===== config.mk =====
export PLATFORM = sky130hd
export DESIGN_NAME = chip8_run_ctrl_flat
export DESIGN_NICKNAME = d
export VERILOG_FILES = /design/src/rtl/chip8_pkg.sv /design/src/rtl/chip8_run_ctrl_if.sv /design/src/rtl/chip8_font_rom.sv /design/src/rtl/chip8_run_ctrl.sv /design/src/flat_wrapper.sv
export SDC_FILE = /design/constraint.sdc
export NUM_CORES = 1
export LEC_CHECK = 0
export BUFFER_PORTS_ARGS = -buffer_cell sky130_fd_sc_hd__buf_2
export CORE_UTILIZATION = 58
export CTS_CLUSTER_DIAMETER = 150
export DETAILED_ROUTE_END_ITERATION = 8
export PLACE_DENSITY = 0.81
export SYNTH_ARGS = -nofsm -noshare
export SYNTH_HDL_FRONTEND = slang
export SYNTH_SLANG_ARGS = --single-unit

===== constraint.sdc =====
create_clock -name clk -period 3.67 [get_ports clk]
set_input_delay 0.9175 -clock clk [delete_from_list [all_inputs] [get_ports clk]]
set_output_delay 0.9175 -clock clk [all_outputs]
set_load 0.05 [all_outputs]

===== src/rtl/chip8_pkg.sv =====
// -----------------------------------------------------------------------------
// chip8_pkg
// Shared types and constants for the chip8 boot-and-run sequencer:
//   - run_state_e   : sequencer state encoding
//   - addr_t        : 12-bit core memory address
//   - FONT_BYTES    : size of the built-in hex font (16 glyphs x 5 rows)
//   - FONT_BASE_DEF / PROG_BASE_DEF : default load addresses
// -----------------------------------------------------------------------------
package chip8_pkg;

   typedef logic [11:0] addr_t;

   typedef enum logic [2:0] {
      ST_IDLE      = 3'd0,
      ST_RST_CORE  = 3'd1,
      ST_LOAD_FONT = 3'd2,
      ST_LOAD_PROG = 3'd3,
      ST_RUN       = 3'd4,
      ST_DONE      = 3'd5,
      ST_ERROR     = 3'd6
   } run_state_e;

   localparam int unsigned FONT_BYTES    = 80;
   localparam addr_t       FONT_BASE_DEF = 12'h050;
   localparam addr_t       PROG_BASE_DEF = 12'h200;

endpackage


===== src/rtl/chip8_run_ctrl_if.sv =====
// -----------------------------------------------------------------------------
// chip8_run_ctrl_if
// Bundles the host program-byte stream and the core memory write port.
//   prog_valid/prog_ready/prog_data/prog_last : host -> sequencer byte stream
//   mem_we/mem_addr/mem_wdata                 : sequencer -> core memory writes
// Modports:
//   master : host/board side (drives the byte stream, observes memory writes)
//   slave  : sequencer side (accepts bytes, drives memory writes)
// -----------------------------------------------------------------------------
interface chip8_run_ctrl_if;
   import chip8_pkg::*;

   logic        prog_valid;
   logic        prog_ready;
   logic [7:0]  prog_data;
   logic        prog_last;
   logic        mem_we;
   addr_t       mem_addr;
   logic [7:0]  mem_wdata;

   modport master (
      output prog_valid, prog_data, prog_last,
      input  prog_ready, mem_we, mem_addr, mem_wdata
   );

   modport slave (
      input  prog_valid, prog_data, prog_last,
      output prog_ready, mem_we, mem_addr, mem_wdata
   );

endinterface


===== src/rtl/chip8_font_rom.sv =====
// -----------------------------------------------------------------------------
// chip8_font_rom
// Combinational 80x8 ROM holding the standard chip8 hex glyphs 0..F,
// five rows per glyph. Indices 80..127 read as zero.
//   idx  in  7  byte index
//   data out 8  glyph row
// -----------------------------------------------------------------------------
module chip8_font_rom
   import chip8_pkg::*;
(
   input  logic [6:0] idx,
   output logic [7:0] data
);

   // Byte 0 sits in the most significant bits.
   localparam logic [639:0] GLYPHS = {
      40'hF0_90_90_90_F0, 40'h20_60_20_20_70, 40'hF0_10_F0_80_F0, 40'hF0_10_F0_10_F0,
      40'h90_90_F0_10_10, 40'hF0_80_F0_10_F0, 40'hF0_80_F0_90_F0, 40'hF0_10_20_40_40,
      40'hF0_90_F0_90_F0, 40'hF0_90_F0_10_F0, 40'hF0_90_F0_90_90, 40'hE0_90_E0_90_E0,
      40'hF0_80_80_80_F0, 40'hE0_90_90_90_E0, 40'hF0_80_F0_80_F0, 40'hF0_80_F0_80_80
   };

   // Glyph row lookup.
   always_comb begin
      if (idx < 7'(FONT_BYTES)) begin
         data = GLYPHS[(10'd79 - {3'b000, idx}) * 10'd8 +: 8];
      end else begin
         data = 8'h00;
      end
   end

endmodule


===== src/rtl/chip8_run_ctrl.sv =====
// -----------------------------------------------------------------------------
// chip8_run_ctrl
// Boot-and-run sequencer for the chip8 core: holds the core in reset, writes
// the font to FONT_BASE, streams the program image to PROG_BASE, then paces
// execution with single-cycle core_step pulses (free-run divider or one step
// per step_req) with an optional step limit.
// Ports:
//   clk, rst_n (synchronous, active low)
//   start, mode_step, step_req, halt_req, step_limit : host control
//   bus (chip8_run_ctrl_if.slave)                    : program stream + mem writes
//   core_rst, core_step, timer_tick                  : core control
//   busy, done, error, step_count                    : status
// Optional build macro CHIP8_RUN_TRACE_EN adds trace_valid / trace_step.
// All outputs are registered.
// -----------------------------------------------------------------------------
module chip8_run_ctrl
   import chip8_pkg::*;
#(
   parameter int unsigned TICK_DIV        = 50000,
   parameter int unsigned TIMER_RATIO     = 9,
   parameter int unsigned CORE_RST_CYCLES = 4,
   parameter int unsigned STEP_W          = 16,
   parameter addr_t       FONT_BASE       = FONT_BASE_DEF,
   parameter addr_t       PROG_BASE       = PROG_BASE_DEF
)(
   input  logic              clk,
   input  logic              rst_n,
   input  logic              start,
   input  logic              mode_step,
   input  logic              step_req,
   input  logic              halt_req,
   input  logic [STEP_W-1:0] step_limit,
   chip8_run_ctrl_if.slave   bus,
   output logic              core_rst,
   output logic              core_step,
   output logic              timer_tick,
   output logic              busy,
   output logic              done,
   output logic              error,
`ifdef CHIP8_RUN_TRACE_EN
   output logic              trace_valid,
   output logic [STEP_W-1:0] trace_step,
`endif
   output logic [STEP_W-1:0] step_count
);

   localparam int DIV_W = (TICK_DIV > 1) ? $clog2(TICK_DIV) : 1;
   localparam int RAT_W = (TIMER_RATIO > 1) ? $clog2(TIMER_RATIO) : 1;
   localparam logic [DIV_W-1:0]  DIV_LAST = DIV_W'(TICK_DIV - 1);
   localparam logic [DIV_W-1:0]  DIV_ONE  = DIV_W'(1);
   localparam logic [RAT_W-1:0]  RAT_LAST = RAT_W'(TIMER_RATIO - 1);
   localparam logic [RAT_W-1:0]  RAT_ONE  = RAT_W'(1);
   localparam logic [STEP_W-1:0] STEP_ONE = STEP_W'(1);
   // Shared counter: reset-hold cycles, then font index (CORE_RST_CYCLES <= 256).
   localparam logic [7:0] RST_LAST = 8'(CORE_RST_CYCLES - 1);
   localparam logic [7:0] FONT_END = 8'(FONT_BYTES);

   run_state_e        state_r, state_s;
   logic [7:0]        cnt_r, cnt_s;
   addr_t             prog_addr_r, prog_addr_s;
   logic [DIV_W-1:0]  div_r, div_s;
   logic [RAT_W-1:0]  ratio_r, ratio_s;
   logic [STEP_W-1:0] step_count_r, step_count_s;
   logic              mode_q_r;
   logic              core_rst_r, core_step_r, timer_tick_r;
   logic              busy_r, done_r, error_r, prog_ready_r;
   logic              mem_we_r, mem_we_s;
   addr_t             mem_addr_r, mem_addr_s;
   logic [7:0]        mem_wdata_r, mem_wdata_s;
   logic              step_s, tick_s;
   logic              accept_s, mode_chg_s, limit_hit_s, step_due_s;
   logic [6:0]        rom_idx_s;
   logic [7:0]        font_byte_s;

   chip8_font_rom u_font_rom (
      .idx  (rom_idx_s),
      .data (font_byte_s)
   );

   assign accept_s    = bus.prog_valid && prog_ready_r;
   assign mode_chg_s  = mode_step ^ mode_q_r;
   // The step just issued reached the limit; stop before issuing another.
   assign limit_hit_s = core_step_r && (step_limit != {STEP_W{1'b0}}) &&
                        (step_count_r == step_limit);
   // core_step is registered, so a step decided here shows up next cycle.
   assign step_due_s  = mode_step ? step_req : (!mode_chg_s && (div_r == DIV_LAST));

   // Font ROM index: entry 0 is fetched during the last reset-hold cycle.
   always_comb begin
      if (state_r == ST_LOAD_FONT) begin
         rom_idx_s = cnt_r[6:0];
      end else begin
         rom_idx_s = 7'd0;
      end
   end

   // Next-state, counters and next registered outputs.
   always_comb begin
      state_s      = state_r;
      cnt_s        = cnt_r;
      prog_addr_s  = prog_addr_r;
      div_s        = div_r;
      ratio_s      = ratio_r;
      step_count_s = step_count_r;
      mem_we_s     = 1'b0;
      mem_addr_s   = mem_addr_r;
      mem_wdata_s  = mem_wdata_r;
      step_s       = 1'b0;
      tick_s       = 1'b0;
      case (state_r)
         ST_IDLE, ST_DONE, ST_ERROR: begin
            if (start) begin
               state_s      = ST_RST_CORE;
               cnt_s        = 8'd0;
               prog_addr_s  = PROG_BASE;
               div_s        = {DIV_W{1'b0}};
               ratio_s      = {RAT_W{1'b0}};
               step_count_s = {STEP_W{1'b0}};
            end else begin
               state_s = state_r;
            end
         end
         ST_RST_CORE: begin
            if (cnt_r == RST_LAST) begin
               state_s     = ST_LOAD_FONT;
               cnt_s       = 8'd1;
               mem_we_s    = 1'b1;
               mem_addr_s  = FONT_BASE;
               mem_wdata_s = font_byte_s;
            end else begin
               cnt_s = cnt_r + 8'd1;
            end
         end
         ST_LOAD_FONT: begin
            if (cnt_r == FONT_END) begin
               state_s = ST_LOAD_PROG;
            end else begin
               mem_we_s    = 1'b1;
               mem_addr_s  = FONT_BASE + {4'h0, cnt_r};
               mem_wdata_s = font_byte_s;
               cnt_s       = cnt_r + 8'd1;
            end
         end
         ST_LOAD_PROG: begin
            if (accept_s) begin
               mem_we_s    = 1'b1;
               mem_addr_s  = prog_addr_r;
               mem_wdata_s = bus.prog_data;
               prog_addr_s = prog_addr_r + 12'd1;
               if (bus.prog_last) begin
                  state_s = ST_RUN;
               end else if (prog_addr_r == 12'hFFF) begin
                  state_s = ST_ERROR;
               end else begin
                  state_s = ST_LOAD_PROG;
               end
            end else begin
               state_s = ST_LOAD_PROG;
            end
         end
         ST_RUN: begin
            if (mode_step || mode_chg_s || (div_r == DIV_LAST)) begin
               div_s = {DIV_W{1'b0}};
            end else begin
               div_s = div_r + DIV_ONE;
            end
            // Halt and limit take priority over a due step.
            if (halt_req || limit_hit_s) begin
               state_s = ST_DONE;
            end else if (step_due_s) begin
               step_s       = 1'b1;
               step_count_s = step_count_r + STEP_ONE;
               if (ratio_r == RAT_LAST) begin
                  tick_s  = 1'b1;
                  ratio_s = {RAT_W{1'b0}};
               end else begin
                  ratio_s = ratio_r + RAT_ONE;
               end
            end else begin
               state_s = ST_RUN;
            end
         end
         default: begin
            state_s = ST_IDLE;
         end
      endcase
   end

   // State, counters and registered outputs (outputs follow the next state).
   always_ff @(posedge clk) begin
      if (!rst_n) begin
         state_r      <= ST_IDLE;
         cnt_r        <= 8'd0;
         prog_addr_r  <= PROG_BASE;
         div_r        <= {DIV_W{1'b0}};
         ratio_r      <= {RAT_W{1'b0}};
         step_count_r <= {STEP_W{1'b0}};
         mode_q_r     <= 1'b0;
         core_rst_r   <= 1'b1;
         core_step_r  <= 1'b0;
         timer_tick_r <= 1'b0;
         busy_r       <= 1'b0;
         done_r       <= 1'b0;
         error_r      <= 1'b0;
         prog_ready_r <= 1'b0;
         mem_we_r     <= 1'b0;
         mem_addr_r   <= 12'h000;
         mem_wdata_r  <= 8'h00;
      end else begin
         state_r      <= state_s;
         cnt_r        <= cnt_s;
         prog_addr_r  <= prog_addr_s;
         div_r        <= div_s;
         ratio_r      <= ratio_s;
         step_count_r <= step_count_s;
         mode_q_r     <= mode_step;
         core_rst_r   <= !((state_s == ST_RUN) || (state_s == ST_DONE));
         core_step_r  <= step_s;
         timer_tick_r <= tick_s;
         busy_r       <= (state_s == ST_RST_CORE) || (state_s == ST_LOAD_FONT) ||
                         (state_s == ST_LOAD_PROG) || (state_s == ST_RUN);
         done_r       <= (state_s == ST_DONE);
         error_r      <= (state_s == ST_ERROR);
         prog_ready_r <= (state_s == ST_LOAD_PROG);
         mem_we_r     <= mem_we_s;
         mem_addr_r   <= mem_addr_s;
         mem_wdata_r  <= mem_wdata_s;
      end
   end

`ifdef CHIP8_RUN_TRACE_EN
   logic              trace_valid_r;
   logic [STEP_W-1:0] trace_step_r;

   // Trace of each issued step with its post-increment count.
   always_ff @(posedge clk) begin
      if (!rst_n) begin
         trace_valid_r <= 1'b0;
         trace_step_r  <= {STEP_W{1'b0}};
      end else begin
         trace_valid_r <= step_s;
         trace_step_r  <= step_count_s;
      end
   end

   assign trace_valid = trace_valid_r;
   assign trace_step  = trace_step_r;
`endif

   assign core_rst       = core_rst_r;
   assign core_step      = core_step_r;
   assign timer_tick     = timer_tick_r;
   assign busy           = busy_r;
   assign done           = done_r;
   assign error          = error_r;
   assign step_count     = step_count_r;
   assign bus.prog_ready = prog_ready_r;
   assign bus.mem_we     = mem_we_r;
   assign bus.mem_addr   = mem_addr_r;
   assign bus.mem_wdata  = mem_wdata_r;

endmodule

===== src/flat_wrapper.sv =====
// flat-port wrapper written by rule: the top's interface ports become plain ports
module chip8_run_ctrl_flat import chip8_pkg::*;
#(
   parameter int unsigned TICK_DIV        = 50000,
   parameter int unsigned TIMER_RATIO     = 9,
   parameter int unsigned CORE_RST_CYCLES = 4,
   parameter int unsigned STEP_W          = 16,
   parameter addr_t       FONT_BASE       = FONT_BASE_DEF,
   parameter addr_t       PROG_BASE       = PROG_BASE_DEF
)
  (clk, rst_n, start, mode_step, step_req, halt_req, step_limit, core_rst, core_step, timer_tick, busy, done, error, step_count, bus_prog_valid, bus_prog_data, bus_prog_last, bus_prog_ready, bus_mem_we, bus_mem_addr, bus_mem_wdata);
  chip8_run_ctrl_if bus_i ();
  input  logic clk;
  input  logic rst_n;
  input  logic start;
  input  logic mode_step;
  input  logic step_req;
  input  logic halt_req;
  input  logic [STEP_W-1:0] step_limit;
  output logic core_rst;
  output logic core_step;
  output logic timer_tick;
  output logic busy;
  output logic done;
  output logic error;
  output logic [STEP_W-1:0] step_count;
  input wire logic [$bits(bus_i.prog_valid)-1:0] bus_prog_valid;
  input wire logic [$bits(bus_i.prog_data)-1:0] bus_prog_data;
  input wire logic [$bits(bus_i.prog_last)-1:0] bus_prog_last;
  output wire logic [$bits(bus_i.prog_ready)-1:0] bus_prog_ready;
  output wire logic [$bits(bus_i.mem_we)-1:0] bus_mem_we;
  output wire logic [$bits(bus_i.mem_addr)-1:0] bus_mem_addr;
  output wire logic [$bits(bus_i.mem_wdata)-1:0] bus_mem_wdata;
  assign bus_i.prog_valid = bus_prog_valid;
  assign bus_i.prog_data = bus_prog_data;
  assign bus_i.prog_last = bus_prog_last;
  assign bus_prog_ready = bus_i.prog_ready;
  assign bus_mem_we = bus_i.mem_we;
  assign bus_mem_addr = bus_i.mem_addr;
  assign bus_mem_wdata = bus_i.mem_wdata;
  chip8_run_ctrl #(.TICK_DIV(TICK_DIV), .TIMER_RATIO(TIMER_RATIO), .CORE_RST_CYCLES(CORE_RST_CYCLES), .STEP_W(STEP_W), .FONT_BASE(FONT_BASE), .PROG_BASE(PROG_BASE)) u_core (.clk(clk), .rst_n(rst_n), .start(start), .mode_step(mode_step), .step_req(step_req), .halt_req(halt_req), .step_limit(step_limit), .bus(bus_i), .core_rst(core_rst), .core_step(core_step), .timer_tick(timer_tick), .busy(busy), .done(done), .error(error), .step_count(step_count));
endmodule

Yosys cells after proc, flatten, opt, wreduce, memory -nomap -nowiden:

Index checks and enable logic that the tools add are counted.

* memories kept: 0
* latch bits: 0
* flip-flop bits (word level): 88
* bits in read-only memories: 0
* bits in writable memories: 0
* output and inout port bits: 44
* bits of input ports: 32
* word-level logic and storage cells: 125

* bitwise logic cells: 4
* divide/modulo/power cells: 0
* eq/ne operators: 24
* $lt $le $gt $ge: 1
* reductions and logical operators: 27
* multiply operators: 0
* muxes and demuxes: 44
* shift-type cells: 1
* add/sub/neg operators: 7

Operators with widths (number)
* indexed part select 640 x 11 -> 8 bit, first input constant: 1
* two-way mux 16 bit: 4
* case mux 16 bit (2 select lines): 2
* two-way mux 12 bit: 5
* two-way mux 8 bit: 7
* case mux 8 bit (3 select lines): 2
* case mux 12 bit (3 select lines): 1
* adder 16 x 1 -> 16 bit, second input constant: 2
* two-way mux 3 bit: 8
* case mux 12 bit (2 select lines): 1
* equality test 3 bit, second input constant: 6
* equality test 16 bit: 1
* equality test 16 bit, second input constant: 1
* two-way mux 4 bit: 4
* nonzero test 16 bit: 1
* case mux 3 bit (5 select lines): 1
* adder 12 x 1 -> 12 bit, second input constant: 1
* equality test 12 bit, second input constant: 1
* equality test 3 x 2 -> 1 bit, second input constant: 4
* adder 7 x 8 -> 9 bit, first input constant: 1
* adder 8 x 1 -> 8 bit, second input constant: 1
* equality test 8 x 2 -> 1 bit, second input constant: 1
* equality test 8 x 7 -> 1 bit, second input constant: 1
* case mux 4 bit (2 select lines): 1
* other kinds (23): 50

Logic depth before layout (Yosys ltp):

* depth after elaboration: 11
* depth in mapped cells: 14
* depth with buffers taken out: 10

Modules after synthesis:

A second synthesis with hierarchy kept.

* cells, all modules: 701
* area total of the unflattened synthesis: 5386.4 um2

By module, submodules not included
* chip8_run_ctrl: sequential area each 1761.7 um2, cells each 590, times used 1, area each 4664.5 um2
* chip8_font_rom: sequential area each 0.0 um2, cells each 111, times used 1, area each 721.9 um2

Worst setup path after synthesis:

OpenSTA, ideal clock, no wires.

* kind: reg-to-reg
* start: register u_core.state_r[2]
* end: register u_core.mem_wdata_r[4], in the netlist u_core.bus.mem_wdata[4]
* path slack: 823 ps
* required time: 3605 ps
* library setup time: 65 ps
* stages on the path, launching flop included: 14
* path buffers: 4
* data arrival time: 2782 ps
* clock period less this slack: 2847 ps
* cell sequence: dfxtp_1 > buf_4 > clkbuf_1 > nor3b_1 > clkbuf_1 > nand2_1 > inv_1 > ha_1 > clkbuf_1 > and3b_1 > a221o_1 > o311ai_0 > a221oi_1 > nor2_1

* word-level cells in the longest chain between the ends: 7
* elaborated cells on any way between the ends: 16
* those cells by class: add/sub: 1; order compare: 1; eq/ne: 6; shift: 1; mux: 5; reduce/logical: 2

RTL lines
* from (decl): RTL line chip8_run_ctrl.sv:58 `run_state_e state_r, state_s;`
* from (signal assigned): RTL line chip8_run_ctrl.sv:210 `state_r <= state_s;`
* equality test 3 x 2 -> 1 bit: RTL line chip8_run_ctrl.sv:90, chip8_run_ctrl.sv:110
* two-way mux 7 bit: RTL line chip8_run_ctrl.sv:90 `if (state_r == ST_LOAD_FONT) begin`
* subtractor 7 bit: RTL line chip8_font_rom.sv:26 `data = GLYPHS[(10'd79 - {3'b000, idx}) * 10'd8 +: 8];`
* indexed part select 640 x 11 -> 8 bit: RTL line chip8_font_rom.sv:26
* two-way mux 8 bit: RTL line chip8_font_rom.sv:25 `if (idx < 7'(FONT_BYTES)) begin`
* two-way mux 8 bit (on tied branches): RTL line chip8_run_ctrl.sv:135, chip8_run_ctrl.sv:124
* case mux 8 bit (3 select lines): RTL line chip8_run_ctrl.sv:110 `case (state_r)`
* to (signal assigned): RTL line chip8_run_ctrl.sv:227 `mem_wdata_r <= mem_wdata_s;`
* to (decl): RTL line chip8_run_ctrl.sv:69 `logic [7:0] mem_wdata_r, mem_wdata_s;`

Parallel ways exist; a longest one is shown, timed or not. The select of a mux whose other input is x is not followed.
A chain may end at the register's enable or synchronous reset.

Worst setup path after layout:

* start: register u_core.state_r[0]
* end: register u_core.mem_wdata_r[4], in the netlist u_core.bus.mem_wdata[4]

Same word-level chain as after synthesis.

==> metrics.md <==
| Metric | Value |
|---|---|
| Yosys warns | `0` |
| Placed Area | `0.00580 sq mm` |
| Hold Vio Cnt, Final | `0` |
| CP Cell Sequence | `nor3b_1 > nand2_1 > inv_1 > ha_1 > and3b_1 > a221o_1 > o311ai_0 > a221oi_1 > nor2_1` |
| Post-DR wirelength/cell | `17.0 um` |
| CTS sink cnt | `88` |
| Synth Area in Compound Gates | `0.218` |
| Hold_buf cts | `0` |
| Relative slew slack | `0.503` |
| Clock power frac | `0.405` |
| Xor and xnor area share after synthesis | `0.0494` |
| Buf/Inv on CP | `1` |
| Crit path DAT | `3160 ps` |
| DRT iter0 DRCs | `426` |
| Site Rows | `34` |
| Setup crit start kind | `flop` |
| CP peak stage delay | `540 ps` |
| Mapped Cells | `679` |
| Status | `finished, violations left` |
| Worst Hold Class | `reg -> reg` |
| Util after Layout | `0.684` |
| Largest net degree at the start of global routing | `30` |
| Die Span Y | `97.8 um` |
| Placed Cells | `839` |
| Failing checks | `design-rule violations` |
| Avg Inst Size Synth | `7.83 sq um` |
| Post-CTS Resized | `0` |
| Die X | `97.8 um` |
| Final Slew Violations | `0` |
| Synth Area in Adders | `0.0376` |
| Switching share of power | `0.263` |
| Initial core utilization | `0.604` |
| Power density over cell area | `318 mW/mm^2` |
| Fin crit period | `2860 ps` |
| Pre-antenna DRT Iters | `7` |
| Most frequent cells in the layout | `dfxtp_1 (88), buf_2 (75), nor2_1 (67)` |
| Fmax | `350 MHz` |
| # IOs | `76` |
| Critical Path Fanout Max | `14` |
| Seq pwr share | `0.506` |
| Post-synthesis sequential area ratio | `0.331` |
| Slowest stage cell on the critical path | `nor3b_1` |
| Number of endpoints failing setup at the final stage | `0` |
| Ant diodes | `0` |
| Post-synthesis cell type count | `66` |
| CTS clk-pin slew, worst paths | `90 ps` |
| CP top delay family | `simple AND/OR/NAND/NOR gates` |
| WP data required | `3970 ps` |
| Multiplexer area fraction after synthesis | `0.0289` |
| Worst setup EP type | `flop` |
| Internal | `1410 uW` |
| Number of vias per cell | `6.46` |
| Area share of the largest cell type after synthesis | `0.331` |
| Clk_lat worst skew | `360 ps` |
| Num CTS Buffers | `9` |
| Commonest non-fill, non-tap cell in the layout | `dfxtp_1` |
| Largest family of logic cells by synthesized area | `simple AND/OR/NAND/NOR gates` |
| Fin Clk Skew | `13.2 ps` |
| Gate power share | `0.090` |
| Final ANT Viol Nets | `0` |
| Share of cells above drive strength 1 | `0.174` |
| Cell Area, Synth | `0.00532 sq mm` |
| Post-synth EDFFs | `0` |
| Core ar. | `0.00881 sq mm` |
| Unrepaired setup endpoints after global routing | `no` |
| Syn nets | `727` |
| Final #Nets | `790` |
| Via Count | `5522` |
| Final Cell Area | `0.00602 sq mm` |
| CTS tree | `done` |
| Final worst setup slack | `812 ps` |
| Synth Area in Simple Gates | `0.285` |
| Number of synthesized register bits | `88` |
| Global-route wire length before repair | `24.0 mm` |
| Area delta synth->final | `13.2%` |
| Critical path class | `reg -> reg` |
| Leakage | `0.00235 uW` |
| Clock root cell | `clkbuf_8` |
| VDD IR-drop max | `0.221 mV` |
| Tot GR Track Use | `0.305` |
| Final WL | `14.5 mm` |
| Top area cells in the synthesized netlist | `dfxtp_1 (33%), a21oi_1 (6.2%), nor2_1 (4.7%), nand2_1 (4.2%), xnor2_1 (3.8%)` |
| DRC viols | `14` |
| Port bufs | `75` |
| CTS Buffer Depth | `2` |
| DIE AREA | `0.00956 sq mm` |
| Top_reg_cell synth | `dfxtp_1` |
| Post-synth top area cell | `dfxtp_1` |
| CTS H-Tree Depth | `3` |
| Final period util | `0.779` |
| # Post-CTS Setup Buffers | `0` |
| Initial antenna violation count | `0` |
| GRT Residual Overflow | `0` |
| Non-filler cells in the finished layout | `855` |
| Sw power | `503 uW` |
| Max Cap Viol | `0` |
| Hpwl dp | `10.1 mm` |
| Worst slew pin tran | `743 ps` |
| Post-synth ARST share | `0` |
| Vias in the first global route | `5083` |
| Pre-CTS setup slack | `517 ps` |
| Fin Setup TNS | `0 ps` |
| RePlAce Congestion | `0.891` |
[state kept, by name, indices dropped and copies added, names as in the netlist, 3 cells and up]
register / cells
u_core.bus.mem_wdata: 8
u_core.cnt_r: 8
u_core.prog_addr_r: 12
u_core.ratio_r: 4
u_core.div_r: 16
u_core.state_r: 3
u_core.step_count: 16
u_core.bus.mem_addr: 12
[layer usage]
| metal | global-route usage | vias up | part of all wire |
|---|---|---|---|
| li1 | - | 2620 | - |
| met1 | 0.376 | 2617 | 0.42 |
| met2 | 0.526 | 252 | 0.49 |
| met3 | 0.0501 | 33 | 0.067 |
| met4 | 0.131 | 0 | 0.020 |
| met5 | 0 | - | 0 |
[cells by family (layout without fill, tap and decap cells)]
kind of cell | Yosys count | count (layout)
flops | 88 | 88
fa+ha+maj | 16 | 16
simple gates | 287 | 287
mux | 15 | 15
xor+xnor | 30 | 30
buf+inv | 63 | 131
compound gates | 180 | 180
[worst reg2reg max path: stages (launching register included)]
cell and delay (ps):
dfxtp_1 470, nor3b_1 540, nand2_1 190, inv_1 140, ha_1 360, and3b_1 220, a221o_1 370, o311ai_0 290
a221oi_1 130, nor2_1 90
[metrics by stage]
stage	total power [uW]	hold WS, ps
floorplan	1100	437
global placement	1150	436
detailed placement	1160	443
CTS	1910	456
global route	1970	484
finish	1910	454
[power by group through the flow]
stage	clock (uW)	combinational, uW	sequential [uW]
finish	775	172	968
global route	817	186	969
CTS	775	169	967
detailed placement	0	167	990
global placement	0	162	990
floorplan	0	99.9	999
[cell usage after synthesis, types with 5 or more instances]
library cell / n
mux2i_1: 12
inv_1: 18
nand4_1: 24
nand2b_1: 8
dfxtp_1: 88
nand3b_1: 6
nor4bb_1: 5
buf_2: 9
nand3_1: 35
a21oi_1: 66
or3_1: 7
a31oi_1: 13
nor4_1: 10
a211oi_1: 12
and4_1: 7
clkbuf_1: 31
and3_1: 10
ha_1: 16
nand2_1: 60
o211ai_1: 5
o21ai_0: 35
nor2_1: 67
xor2_1: 7
and2_1: 8
nor3_1: 13
xnor2_1: 23
[path summary, 6_finish.rpt]
| path | from | endpoint | slack, ps | cells past startpoint |
|---|---|---|---|---|
| worst max-delay path | u_core.state_r[0] | u_core.bus.mem_wdata[4] | 810 | 9 |
| worst min-delay path | u_core.bus.mem_wdata[1] | u_core.bus.mem_wdata[1] | 450 | 2 |
| worst max register to register | u_core.state_r[0] | u_core.bus.mem_wdata[4] | 810 | 9 |
| worst min register to register | u_core.bus.mem_wdata[1] | u_core.bus.mem_wdata[1] | 450 | 2 |
[layout make-up]
| type | count | area, sq um |
|---|---|---|
| Multi-Input combinational cell | 528 | 3290 |
| Tap cell | 108 | 135 |
| Timing Repair Buffer | 96 | 533 |
| Clock buffer | 9 | 124 |
| Fill cell | 730 | 2790 |
| Inverter | 19 | 71.3 |
| Clock inverter | 7 | 100 |
| Sequential cell | 88 | 1760 |
(Power assumes the default switching activity.)
